[config.mk]
export PLATFORM = sky130hd
export DESIGN_NAME = stage_execute
export DESIGN_NICKNAME = d
export VERILOG_FILES = /design/src/rtl/exec_pkg.sv /design/src/rtl/exec_alu.sv /design/src/rtl/stage_execute.sv
export SDC_FILE = /design/constraint.sdc
export NUM_CORES = 1
export LEC_CHECK = 0
export CORE_ASPECT_RATIO = 0.9
export CORE_MARGIN = 5
export CORE_UTILIZATION = 35
export CTS_BUF_LIST = sky130_fd_sc_hd__clkbuf_8
export DETAILED_ROUTE_END_ITERATION = 6
export PLACE_DENSITY = 0.59
export SYNTH_ARGS = -nofsm -noshare
export SYNTH_HDL_FRONTEND = slang
export SYNTH_SLANG_ARGS = --single-unit
[constraint.sdc]
create_clock -name clk -period 0.8 [get_ports clk]
set_input_delay 0.24 -clock clk [delete_from_list [all_inputs] [get_ports clk]]
set_output_delay 0.24 -clock clk [all_outputs]
set_load 0.01 [all_outputs]
[src/rtl/exec_pkg.sv]
// exec_pkg: shared ALU op codes, opcodes, branch funct3 values and instruction types for the execute stage.
package exec_pkg;
  typedef enum logic [2:0] {
    ALU_ARITH  = 3'b000,
    ALU_BRANCH = 3'b001,
    ALU_ADD    = 3'b010,
    ALU_LUI    = 3'b011,
    ALU_AUIPC  = 3'b100,
    ALU_JUMP   = 3'b101
  } alu_op_e;
  typedef enum logic [2:0] {IT_R, IT_I, IT_S, IT_B, IT_U, IT_J} instr_type_e;
  localparam logic [6:0] OP_R      = 7'b0110011;
  localparam logic [6:0] OP_I      = 7'b0010011;
  localparam logic [6:0] OP_LOAD   = 7'b0000011;
  localparam logic [6:0] OP_STORE  = 7'b0100011;
  localparam logic [6:0] OP_BRANCH = 7'b1100011;
  localparam logic [6:0] OP_JAL    = 7'b1101111;
  localparam logic [6:0] OP_JALR   = 7'b1100111;
  localparam logic [6:0] OP_LUI    = 7'b0110111;
  localparam logic [6:0] OP_AUIPC  = 7'b0010111;
  localparam logic [2:0] F3_BEQ  = 3'b000;
  localparam logic [2:0] F3_BNE  = 3'b001;
  localparam logic [2:0] F3_BLT  = 3'b100;
  localparam logic [2:0] F3_BGE  = 3'b101;
  localparam logic [2:0] F3_BLTU = 3'b110;
  localparam logic [2:0] F3_BGEU = 3'b111;
  localparam logic [6:0] F7_MULDIV = 7'b0000001;
  // EXMEM beats MEMWB; register x0 never forwards
  function automatic logic [31:0] fwd(
    input logic [4:0]  src,
    input logic [31:0] rf,
    input logic        ex_we,
    input logic [4:0]  ex_rd,
    input logic [31:0] ex_d,
    input logic        mw_we,
    input logic [4:0]  mw_rd,
    input logic [31:0] mw_d
  );
    return (ex_we && ex_rd != 5'd0 && ex_rd == src) ? ex_d :
           (mw_we && mw_rd != 5'd0 && mw_rd == src) ? mw_d : rf;
  endfunction
endpackage

[src/rtl/exec_alu.sv]
// exec_alu: combinational ALU and branch comparator; EXEC_MUL_EN enables MUL/MULH/MULHU.
module exec_alu
  import exec_pkg::*;
(
  input  logic [31:0] a,
  input  logic [31:0] b,
  input  logic [31:0] pc,
  input  logic [31:0] imm,
  input  logic [2:0]  alu_op,
  input  logic [2:0]  funct3,
  input  logic [6:0]  funct7,
  input  logic [6:0]  opcode,
  output logic [31:0] result,
  output logic        taken
);
  logic [31:0] arith, sra, mul;
  logic eq, lt, ltu, cond, muldiv;
  assign sra    = $signed(a) >>> b[4:0];
  assign eq     = a == b;
  assign lt     = $signed(a) < $signed(b);
  assign ltu    = a < b;
  assign muldiv = opcode == OP_R && funct7 == F7_MULDIV;
`ifdef EXEC_MUL_EN
  logic [63:0] mul_ss, mul_uu;
  assign mul_ss = $signed({{32{a[31]}}, a}) * $signed({{32{b[31]}}, b});
  assign mul_uu = {32'd0, a} * {32'd0, b};
  always_comb begin
    case (funct3)
      3'b000:  mul = mul_uu[31:0];
      3'b001:  mul = mul_ss[63:32];
      3'b011:  mul = mul_uu[63:32];
      default: mul = '0;
    endcase
  end
`else
  assign mul = '0;
`endif
  always_comb begin
    case (funct3)
      3'b000:  arith = (funct7[5] && opcode == OP_R) ? a - b : a + b;
      3'b001:  arith = a << b[4:0];
      3'b010:  arith = {31'd0, lt};
      3'b011:  arith = {31'd0, ltu};
      3'b100:  arith = a ^ b;
      3'b101:  arith = funct7[5] ? sra : a >> b[4:0];
      3'b110:  arith = a | b;
      default: arith = a & b;
    endcase
    if (muldiv) arith = mul;
  end
  always_comb begin
    case (funct3)
      F3_BEQ:  cond = eq;
      F3_BNE:  cond = !eq;
      F3_BLT:  cond = lt;
      F3_BGE:  cond = !lt;
      F3_BLTU: cond = ltu;
      F3_BGEU: cond = !ltu;
      default: cond = 1'b0;
    endcase
  end
  always_comb begin
    result = '0;
    taken  = 1'b0;
    case (alu_op)
      ALU_ARITH:  result = arith;
      ALU_BRANCH: taken = cond;
      ALU_ADD:    result = a + b;
      ALU_LUI:    result = imm;
      ALU_AUIPC:  result = pc + imm;
      ALU_JUMP: begin
        result = pc + 32'd4;
        taken  = 1'b1;
      end
      default: ;
    endcase
  end
endmodule

[src/rtl/stage_execute.sv]
// stage_execute: EX stage with operand forwarding and the EX/MEM pipeline register (EXEC_MUL_EN adds multiply).
module stage_execute
  import exec_pkg::*;
(
  input  logic        clk,
  input  logic        reset,
  input  logic [31:0] in_instruction,
  input  logic [31:0] in_PC,
  input  logic [31:0] in_data_rs1,
  input  logic [31:0] in_data_rs2,
  input  logic [31:0] in_immediate,
  input  logic        in_alu_src,
  input  logic [2:0]  in_alu_op,
  input  logic [4:0]  in_rs1,
  input  logic [4:0]  in_rs2,
  input  logic [4:0]  in_EXMEM_rd,
  input  logic [4:0]  in_MEMWB_rd,
  input  logic        in_EXMEM_write_enable,
  input  logic        in_MEMWB_write_enable,
  input  logic [31:0] in_EXMEM_alu_out,
  input  logic [31:0] in_MEMWB_out_data,
  input  logic [6:0]  in_funct7,
  input  logic [2:0]  in_funct3,
  input  logic [6:0]  in_opcode,
  input  logic [2:0]  in_instr_type,
  input  logic        in_mem_write,
  input  logic        in_mem_read,
  input  logic        in_branch_inst,
  input  logic        in_mem_to_reg,
  input  logic        in_write_enable,
  output logic [31:0] out_alu_out,
  output logic [31:0] out_PC,
  output logic        out_branch_taken,
  output logic        out_flush,
  output logic [4:0]  out_rd,
  output logic [31:0] out_mem_in_data,
  output logic        out_mem_write,
  output logic        out_mem_read,
  output logic        out_branch_inst,
  output logic        out_mem_to_reg,
  output logic        out_write_enable
);
  logic [31:0] rs1_val, rs2_val, op_b, result, target;
  logic alu_taken, taken, unused;
  assign unused  = ^{in_instr_type, in_instruction[31:12], in_instruction[6:0]};
  assign rs1_val = fwd(in_rs1, in_data_rs1, in_EXMEM_write_enable, in_EXMEM_rd, in_EXMEM_alu_out,
                       in_MEMWB_write_enable, in_MEMWB_rd, in_MEMWB_out_data);
  assign rs2_val = fwd(in_rs2, in_data_rs2, in_EXMEM_write_enable, in_EXMEM_rd, in_EXMEM_alu_out,
                       in_MEMWB_write_enable, in_MEMWB_rd, in_MEMWB_out_data);
  assign op_b    = in_alu_src ? in_immediate : rs2_val;
  exec_alu u_alu (
    .a      (rs1_val),
    .b      (op_b),
    .pc     (in_PC),
    .imm    (in_immediate),
    .alu_op (in_alu_op),
    .funct3 (in_funct3),
    .funct7 (in_funct7),
    .opcode (in_opcode),
    .result (result),
    .taken  (alu_taken)
  );
  // conditional branches only redirect when decode marked the instruction as a branch
  assign taken  = in_alu_op == ALU_BRANCH ? alu_taken & in_branch_inst : alu_taken;
  assign target = (in_alu_op == ALU_JUMP && in_opcode == OP_JALR) ? (rs1_val + in_immediate) & ~32'd1
                                                                  : in_PC + in_immediate;
  always_ff @(posedge clk or negedge reset) begin
    if (!reset) begin
      out_alu_out      <= '0;
      out_PC           <= '0;
      out_branch_taken <= 1'b0;
      out_flush        <= 1'b0;
      out_rd           <= '0;
      out_mem_in_data  <= '0;
      out_mem_write    <= 1'b0;
      out_mem_read     <= 1'b0;
      out_branch_inst  <= 1'b0;
      out_mem_to_reg   <= 1'b0;
      out_write_enable <= 1'b0;
    end else begin
      out_alu_out      <= result;
      out_PC           <= taken ? target : '0;
      out_branch_taken <= taken;
      out_flush        <= taken;
      out_rd           <= in_instruction[11:7];
      out_mem_in_data  <= rs2_val;
      out_mem_write    <= in_mem_write;
      out_mem_read     <= in_mem_read;
      out_branch_inst  <= in_branch_inst;
      out_mem_to_reg   <= in_mem_to_reg;
      out_write_enable <= in_write_enable;
    end
  end
endmodule

## Word-level counts from Yosys, hierarchy flattened

Index checks and enable logic that the tools add are counted.

| word-level totals | value |
|---|---|
| register bits after elaboration | 107 |
| output and inout port bits | 108 |

| cells by class | value |
|---|---|
| $add $sub $neg | 5 |
| magnitude comparators | 2 |
| eq/ne operators | 20 |
| shift-type cells | 3 |
| mux-type cells | 15 |
| bitwise logic cells | 4 |
| reductions and logical operators | 16 |

Operators by type and width:

| cell | count |
|---|---|
| $mux W32 | 10 |
| $pmux W32 S7 | 1 |
| $pmux W32 S5 | 1 |
| $add A32 B32 Y32 | 3 |
| $lt A32 B32 Y1 | 2 |
| $add A32 B3 Y32 const B | 1 |
| $and A32 B32 Y32 | 1 |
| $eq A32 B32 Y1 | 1 |
| $or A32 B32 Y32 | 1 |
| $shl A32 B5 Y32 | 1 |
| $shr A32 B5 Y32 | 1 |
| $sshr A32 B5 Y32 | 1 |
| $sub A32 B32 Y32 | 1 |
| $xor A32 B32 Y32 | 1 |
| $eq A5 B5 Y1 | 4 |
| $eq A3 B3 Y1 const B | 6 |
| $eq A3 B2 Y1 const B | 4 |
| $reduce_bool A5 Y1 | 2 |
| $logic_and A1 B1 Y1 | 9 |
| $eq A7 B1 Y1 const B | 1 |
| $eq A7 B6 Y1 const B | 1 |
| $eq A7 B7 Y1 const B | 1 |
| $eq A3 B1 Y1 const B | 2 |
| $logic_not A3 Y1 | 2 |
| other kinds (5) | 7 |

## Logic depth before layout (Yosys ltp)

| depth | value |
|---|---|
| word-level depth | 13 |
| mapped depth | 23 |

## By module

From an unflattened synthesis, not the netlist that was laid out.

| unflattened totals | value |
|---|---|
| cells, all modules | 2589 |
| area, all modules | 20083.0 um2 |

Modules (own cells, without submodules):

| module | instances | cells an instance | area each (um2) | seq. area each (um2) |
|---|---|---|---|---|
| exec_alu | 1 | 1682 | 11911.4 | 0.0 |
| stage_execute | 1 | 907 | 8171.6 | 2677.6 |

## Worst setup path before layout

Ideal clock, no wire load.

| timing | value |
|---|---|
| path kind | input port to flip-flop |
| start | input port in_MEMWB_rd[4] |
| end | register out_alu_out[31] |
| library setup time | 0.124 ns |
| data arrival time | 5.964 ns |
| setup slack | -5.288 ns |
| stages on the path | 19 |
| cell sequence | xor2_1 -> or4b_2 -> nor2_1 -> clkbuf_1 -> mux2i_1 -> o21ai_0 -> mux2_2 -> ha_1 -> or4b_2 -> o211ai_1 -> a21o_1 -> a31oi_1 -> or4b_1 -> a31o_2 -> a21oi_1 -> a21boi_0 -> a32o_1 -> a2111o_1 -> a211o_1 |

| on the way | value |
|---|---|
| longest elaborated chain between the ends | 11 |

Ends and longest elaborated chain:

| what | line | RTL |
|---|---|---|
| start, declared | stage_execute.sv:17 | `input logic [4:0] in_MEMWB_rd,` |
| $reduce_bool A5 Y1 | exec_pkg.sv:40 | `(mw_we && mw_rd != 5'd0 && mw_rd == src) ? mw_d : rf;` |
| $logic_and A1 B1 Y1 | exec_pkg.sv:40 |  |
| $logic_and A1 B1 Y1 (*) | exec_pkg.sv:40 |  |
| $mux W32 (*) | exec_pkg.sv:40 |  |
| $mux W32 (*) | exec_pkg.sv:39 | `return (ex_we && ex_rd != 5'd0 && ex_rd == src) ? ex_d :` |
| net rs2_val[6] | stage_execute.sv:43 | `logic [31:0] rs1_val, rs2_val, op_b, result, target;` |
| $mux W32 (*) | stage_execute.sv:50 | `assign op_b = in_alu_src ? in_immediate : rs2_val;` |
| $add A32 B32 Y32 / $sub A32 B32 Y32 (equally long branches) | exec_alu.sv:40, exec_alu.sv:68 |  |
| $mux W32 | exec_alu.sv:40 | `3'b000: arith = (funct7[5] && opcode == OP_R) ? a - b : a + b;` |
| $pmux W32 S7 | exec_alu.sv:39 | `case (funct3)` |
| $mux W32 | exec_alu.sv:49 | `if (muldiv) arith = mul;` |
| $pmux W32 S5 (*) | exec_alu.sv:65 | `case (alu_op)` |
| net result[31] | stage_execute.sv:43 |  |
| end signal, assigned | stage_execute.sv:81 | `out_alu_out <= result;` |
| end, declared | stage_execute.sv:31 | `output logic [31:0] out_alu_out,` |

The timed path passes the listed nets; every way through them passes the cells marked *.

## Final worst setup path

| timing | value |
|---|---|
| start | input port in_rs2[3] |
| end | register out_alu_out[31] |

| on the way | value |
|---|---|
| longest elaborated chain between the ends | 10 |

Ends and longest elaborated chain:

| what | line | RTL |
|---|---|---|
| start, declared | stage_execute.sv:15 | `input logic [4:0] in_rs2,` |
| $eq A5 B5 Y1 | exec_pkg.sv:40 |  |
| $logic_and A1 B1 Y1 | exec_pkg.sv:40 |  |
| $mux W32 | exec_pkg.sv:40 |  |
| $mux W32 (*) | exec_pkg.sv:39 |  |
| net rs2_val[18] | stage_execute.sv:43 |  |
| $mux W32 (*) | stage_execute.sv:50 |  |
| $add A32 B32 Y32 / $sub A32 B32 Y32 (equally long branches) | exec_alu.sv:40, exec_alu.sv:68 |  |
| $mux W32 | exec_alu.sv:40 |  |
| $pmux W32 S7 | exec_alu.sv:39 |  |
| $mux W32 | exec_alu.sv:49 |  |
| $pmux W32 S5 (*) | exec_alu.sv:65 |  |
| net result[31] | stage_execute.sv:43 |  |

Marks and branches as above.

==> flow_metrics.env <==
export IMPL_worst_slack_ns=-3.947
export IMPL_drtPass1Iterations=7
export IMPL_io_pins=385
export IMPL_hp_start="in_mem_read"
export IMPL_dr_max_layer_used="met5"
export IMPL_drv_cap=0
export IMPL_status="complete, but fails checks"
export IMPL_rsz0062_at_grt="yes"
export IMPL_path_clk_slew_ns=0.14
export IMPL_worstSetupPathType="in2reg"
export IMPL_whs_path_depth=1
export IMPL_setup_viol=205
export IMPL_hold_viol_final=0
export IMPL_wl_per_cell_um=28.91
export IMPL_antenna_found_initial=4
export IMPL_worst_ep_arrival_time_ns=5.12
export IMPL_synthArstFlopShare_pct=100.0
export IMPL_yosysSeqAreaShare_pct=14.26
export IMPL_cts_tree="done"
export IMPL_dr_wl_met3_um=18640
export IMPL_violations="DRC, setup timing"
export IMPL_maxSlewHeadroom_pct=51.35
export IMPL_synth_area_leader_cell="dfrtp_1"
export IMPL_layout_min_cycle_time_ns=4.747
export IMPL_synth_seq_cells=107
export IMPL_grt_pass1_wl_um=196500
export IMPL_hold_end="out_mem_read$_DFF_PN0_"
export IMPL_synth_edf_count=0
export IMPL_rows=80
export IMPL_ir_drop_mv=0.9956
export IMPL_synthCells=2676
export IMPL_syn_nets=3116
export IMPL_hold_class="in2reg"
export IMPL_power_leakage_nw=16.21
export IMPL_power_mw=43.47
export IMPL_drt_iter0_drc=4345
export IMPL_critPathMaxFanout=6
export IMPL_synth_area_leaders="dfrtp_1 14%, ha_1 11%, o21ai_0 7.2%"
export IMPL_slew_violations=0
export IMPL_grt_pass1_vias=29910
export IMPL_antenna_left=0
export IMPL_synth_warning_count=0
export IMPL_synth_ff_type="dfrtp_1"
export IMPL_die_width_um=254.2
export IMPL_track_usage_pct=44.69
export IMPL_power_density_mw_per_mm2=1218
export IMPL_avgSynthCellArea_um2=7.019
export IMPL_met2_length_um=57080
export IMPL_cts_sinks=107
export IMPL_yosysUniqueCellTypes=96
export IMPL_synth_top_cell_area_share_pct=14.26
export IMPL_fp_dieArea_mm2=0.05841
export IMPL_routed_wl_um=140000
export IMPL_drive_gt1_share_pct=44.49
export IMPL_start_util_pct=35.41
export IMPL_pwr_share_seq_pct=14.0
export IMPL_worst_setup_path_end_kind="register"
export IMPL_die_height_um=229.8
export IMPL_met1_length_um=52240
export IMPL_grt_max_degree=52
export IMPL_p_comb_share_pct=76.5
export IMPL_fmax_mhz=210.6
export IMPL_dp_slack_ns=-4.973
export IMPL_cts_buffers=9
export IMPL_worstMarginPinSlew_ns=0.7221
export IMPL_portBuffers=354
export IMPL_clkPwrFrac_pct=9.5
export IMPL_netSwitchingFraction_pct=47.97
export IMPL_netlist_area_mm2=0.01878
export IMPL_cts_buffer_depth=2
export IMPL_num_vias=30470
export IMPL_cts_htree_levels=3
export IMPL_internal_power_mw=22.62
export IMPL_gp_congestion=1.105
export IMPL_root_buffer="clkbuf_8"
export IMPL_grt_overflow_total=0
export IMPL_switchingPower_mw=20.85
export IMPL_fin_nets=4580
export IMPL_dp_hpwl_um=110900
export IMPL_vias_per_cell=6.289
export IMPL_fillers=4359
export IMPL_crit_required_ns=1.17
export IMPL_top_regs="out_PC: 32 flops, out_alu_out: 32 flops, out_mem_in_data: 32 flops"
export IMPL_startpoint_type="input pin"
export IMPL_post_route_period_util_pct=593.4
export IMPL_syn2layout_area_growth_pct=90.06
export IMPL_drc_errors=15
export IMPL_coreArea_mm2=0.05305
## cell usage after synthesis, types with 14 or more instances
| library cell | number |
|---|---|
| a222oi_1 | 16 |
| clkbuf_1 | 128 |
| o21a_1 | 17 |
| nand2b_1 | 21 |
| nor4_1 | 15 |
| a311oi_1 | 15 |
| xor2_1 | 47 |
| buf_1 | 17 |
| o211ai_1 | 45 |
| nand3_1 | 147 |
| xnor2_1 | 109 |
| o22ai_1 | 31 |
| a21o_1 | 50 |
| nand2_1 | 277 |
| o21ai_0 | 270 |
| a221oi_1 | 24 |
| o21bai_1 | 18 |
| buf_2 | 30 |
| dfrtp_1 | 107 |
| nor2_1 | 181 |
| and3_1 | 21 |
| a21oi_1 | 194 |
| a32oi_1 | 22 |
| nor3_1 | 76 |
| a22oi_1 | 19 |
| nor2b_1 | 19 |
| and2_1 | 22 |
| a31oi_1 | 65 |
| mux2i_1 | 48 |
| nand4_1 | 32 |
| a211o_1 | 15 |
| ha_1 | 159 |
| o221ai_1 | 14 |
| inv_1 | 117 |
| a211oi_1 | 48 |
## power groups by stage
| stage | sequential (mW) | clock, mW | combinational [mW] |
|---|---|---|---|
| 2_1_floorplan | 6.37 | 0 | 11.7 |
| 3_3_place_gp | 6.17 | 0 | 27.9 |
| 3_5_place_dp | 6.18 | 0 | 28.1 |
| 4_1_cts | 6.09 | 4.17 | 30.7 |
| 5_1_grt | 6.13 | 4.32 | 34.3 |
| 6_report | 6.10 | 4.13 | 33.2 |
## stage by stage
stage | hold slack, ns | setup TNS, ns | area [um2] | utilization, % | std cells
2_1_floorplan | -0.05559 | -265.39 | 19520 | - | 2676
3_3_place_gp | 0.1923 | -387.12 | 32110 | 60.52 | 4718
3_5_place_dp | 0.1941 | -387.87 | 32110 | 60.52 | 4718
4_1_cts | 0.1467 | -299.82 | 34730 | 65.46 | 4827
5_1_grt | 0.1674 | -313.99 | 35700 | 67.29 | 4843
6_report | 0.1772 | -306.16 | 35700 | 67.29 | 4844
## layout by cell type (no fill, tap or decap), types with 22 or more instances in the layout
cell type / count
xor2_1: 44
o21ai_2: 42
buf_6: 123
o211ai_1: 45
o22ai_1: 26
nand3_1: 136
dfrtp_1: 106
xnor2_1: 94
a211oi_1: 26
mux2i_1: 28
nand4_1: 32
nand2_1: 256
a21oi_2: 27
clkdlybuf4s50_1: 224
a21oi_4: 22
a21o_1: 50
buf_12: 35
nor2_1: 156
o21ai_0: 189
inv_1: 108
ha_1: 137
buf_2: 74
buf_4: 1144
o21ai_1: 38
a31oi_1: 47
nor3_1: 65
a21oi_1: 146
## how the worst max path moves through the flow
| stage | startpoint | end | slack [ns] | cells past startpoint |
|---|---|---|---|---|
| final | in_rs2[3] | out_alu_out[31]$_DFF_PN0_ | -3.95 | 21 |
| after global routing | in_MEMWB_rd[4] | out_alu_out[31]$_DFF_PN0_ | -4.00 | 25 |
| after CTS | in_MEMWB_rd[4] | out_alu_out[31]$_DFF_PN0_ | -3.81 | 20 |
| after detailed placement | in_MEMWB_rd[4] | out_alu_out[30]$_DFF_PN0_ | -4.97 | 24 |
| after global placement | in_MEMWB_rd[3] | out_alu_out[30]$_DFF_PN0_ | -4.87 | 22 |
| after floorplan | in_MEMWB_rd[3] | out_alu_out[31]$_DFF_PN0_ | -4.12 | 19 |
## critical path, stage by stage
cell      delay (ns)
buf_6           0.10
xor2_2          0.16
or4b_4          0.56
nor2_4          0.16
buf_12          0.15
buf_6           0.12
mux2i_1         0.26
o21ai_2         0.15
mux2_4          0.30
ha_4            0.25
o21ai_2         0.06
nor2_2          0.08
or4_4           0.55
nand4_1         0.10
or4b_4          0.47
a31o_4          0.28
a21oi_4         0.14
a21boi_2        0.08
a32o_1          0.23
a2111o_1        0.35
a211o_1         0.29
## cell families (layout without fill, tap and decap cells)
kind of cell | after synthesis | count (layout) | synth area share, %
xor+xnor | 156 | 156 | 7.274
compound gates | 1004 | 1004 | 35.13
fa+ha+maj | 163 | 163 | 11.02
mux | 62 | 62 | 3.457
buf+inv | 299 | 1768 | 6.315
flops | 107 | 107 | 14.26
other cells | 0 | 2 | 0
simple gates | 885 | 885 | 22.56
## metal layers
| layer | vias up | track usage [%] |
|---|---|---|
| met4 | 2 | 28.74 |
| met2 | 2475 | 65.22 |
| met5 | - | 0 |
| met3 | 608 | 13.29 |
| li1 | 12970 | - |
| met1 | 14410 | 57.19 |
## final cells by class
type,instances,area [um2],share of cell area (%)
diodes,2,5.005,0.01402
flip-flops and latches,107,2679,7.504
clock inverters,7,80.08,0.2243
repair buffers,1633,13840,38.76
well taps,697,872.1,2.443
inverters,119,464.2,1.300
clock buffers,9,123.9,0.3470
multi-input cells,2270,17640,49.41
## repair_timing
action                                 4_1_cts  5_1_grt
pin swaps                                  192      132
gates cloned                                 4        5
setup buffers                               96       50
resized for setup                          985      181
setup endpoints to repair                  205      205
endpoints found under the hold margin      107        0
hold buffers                                 1        0
Power figures use the tool's default switching activity.
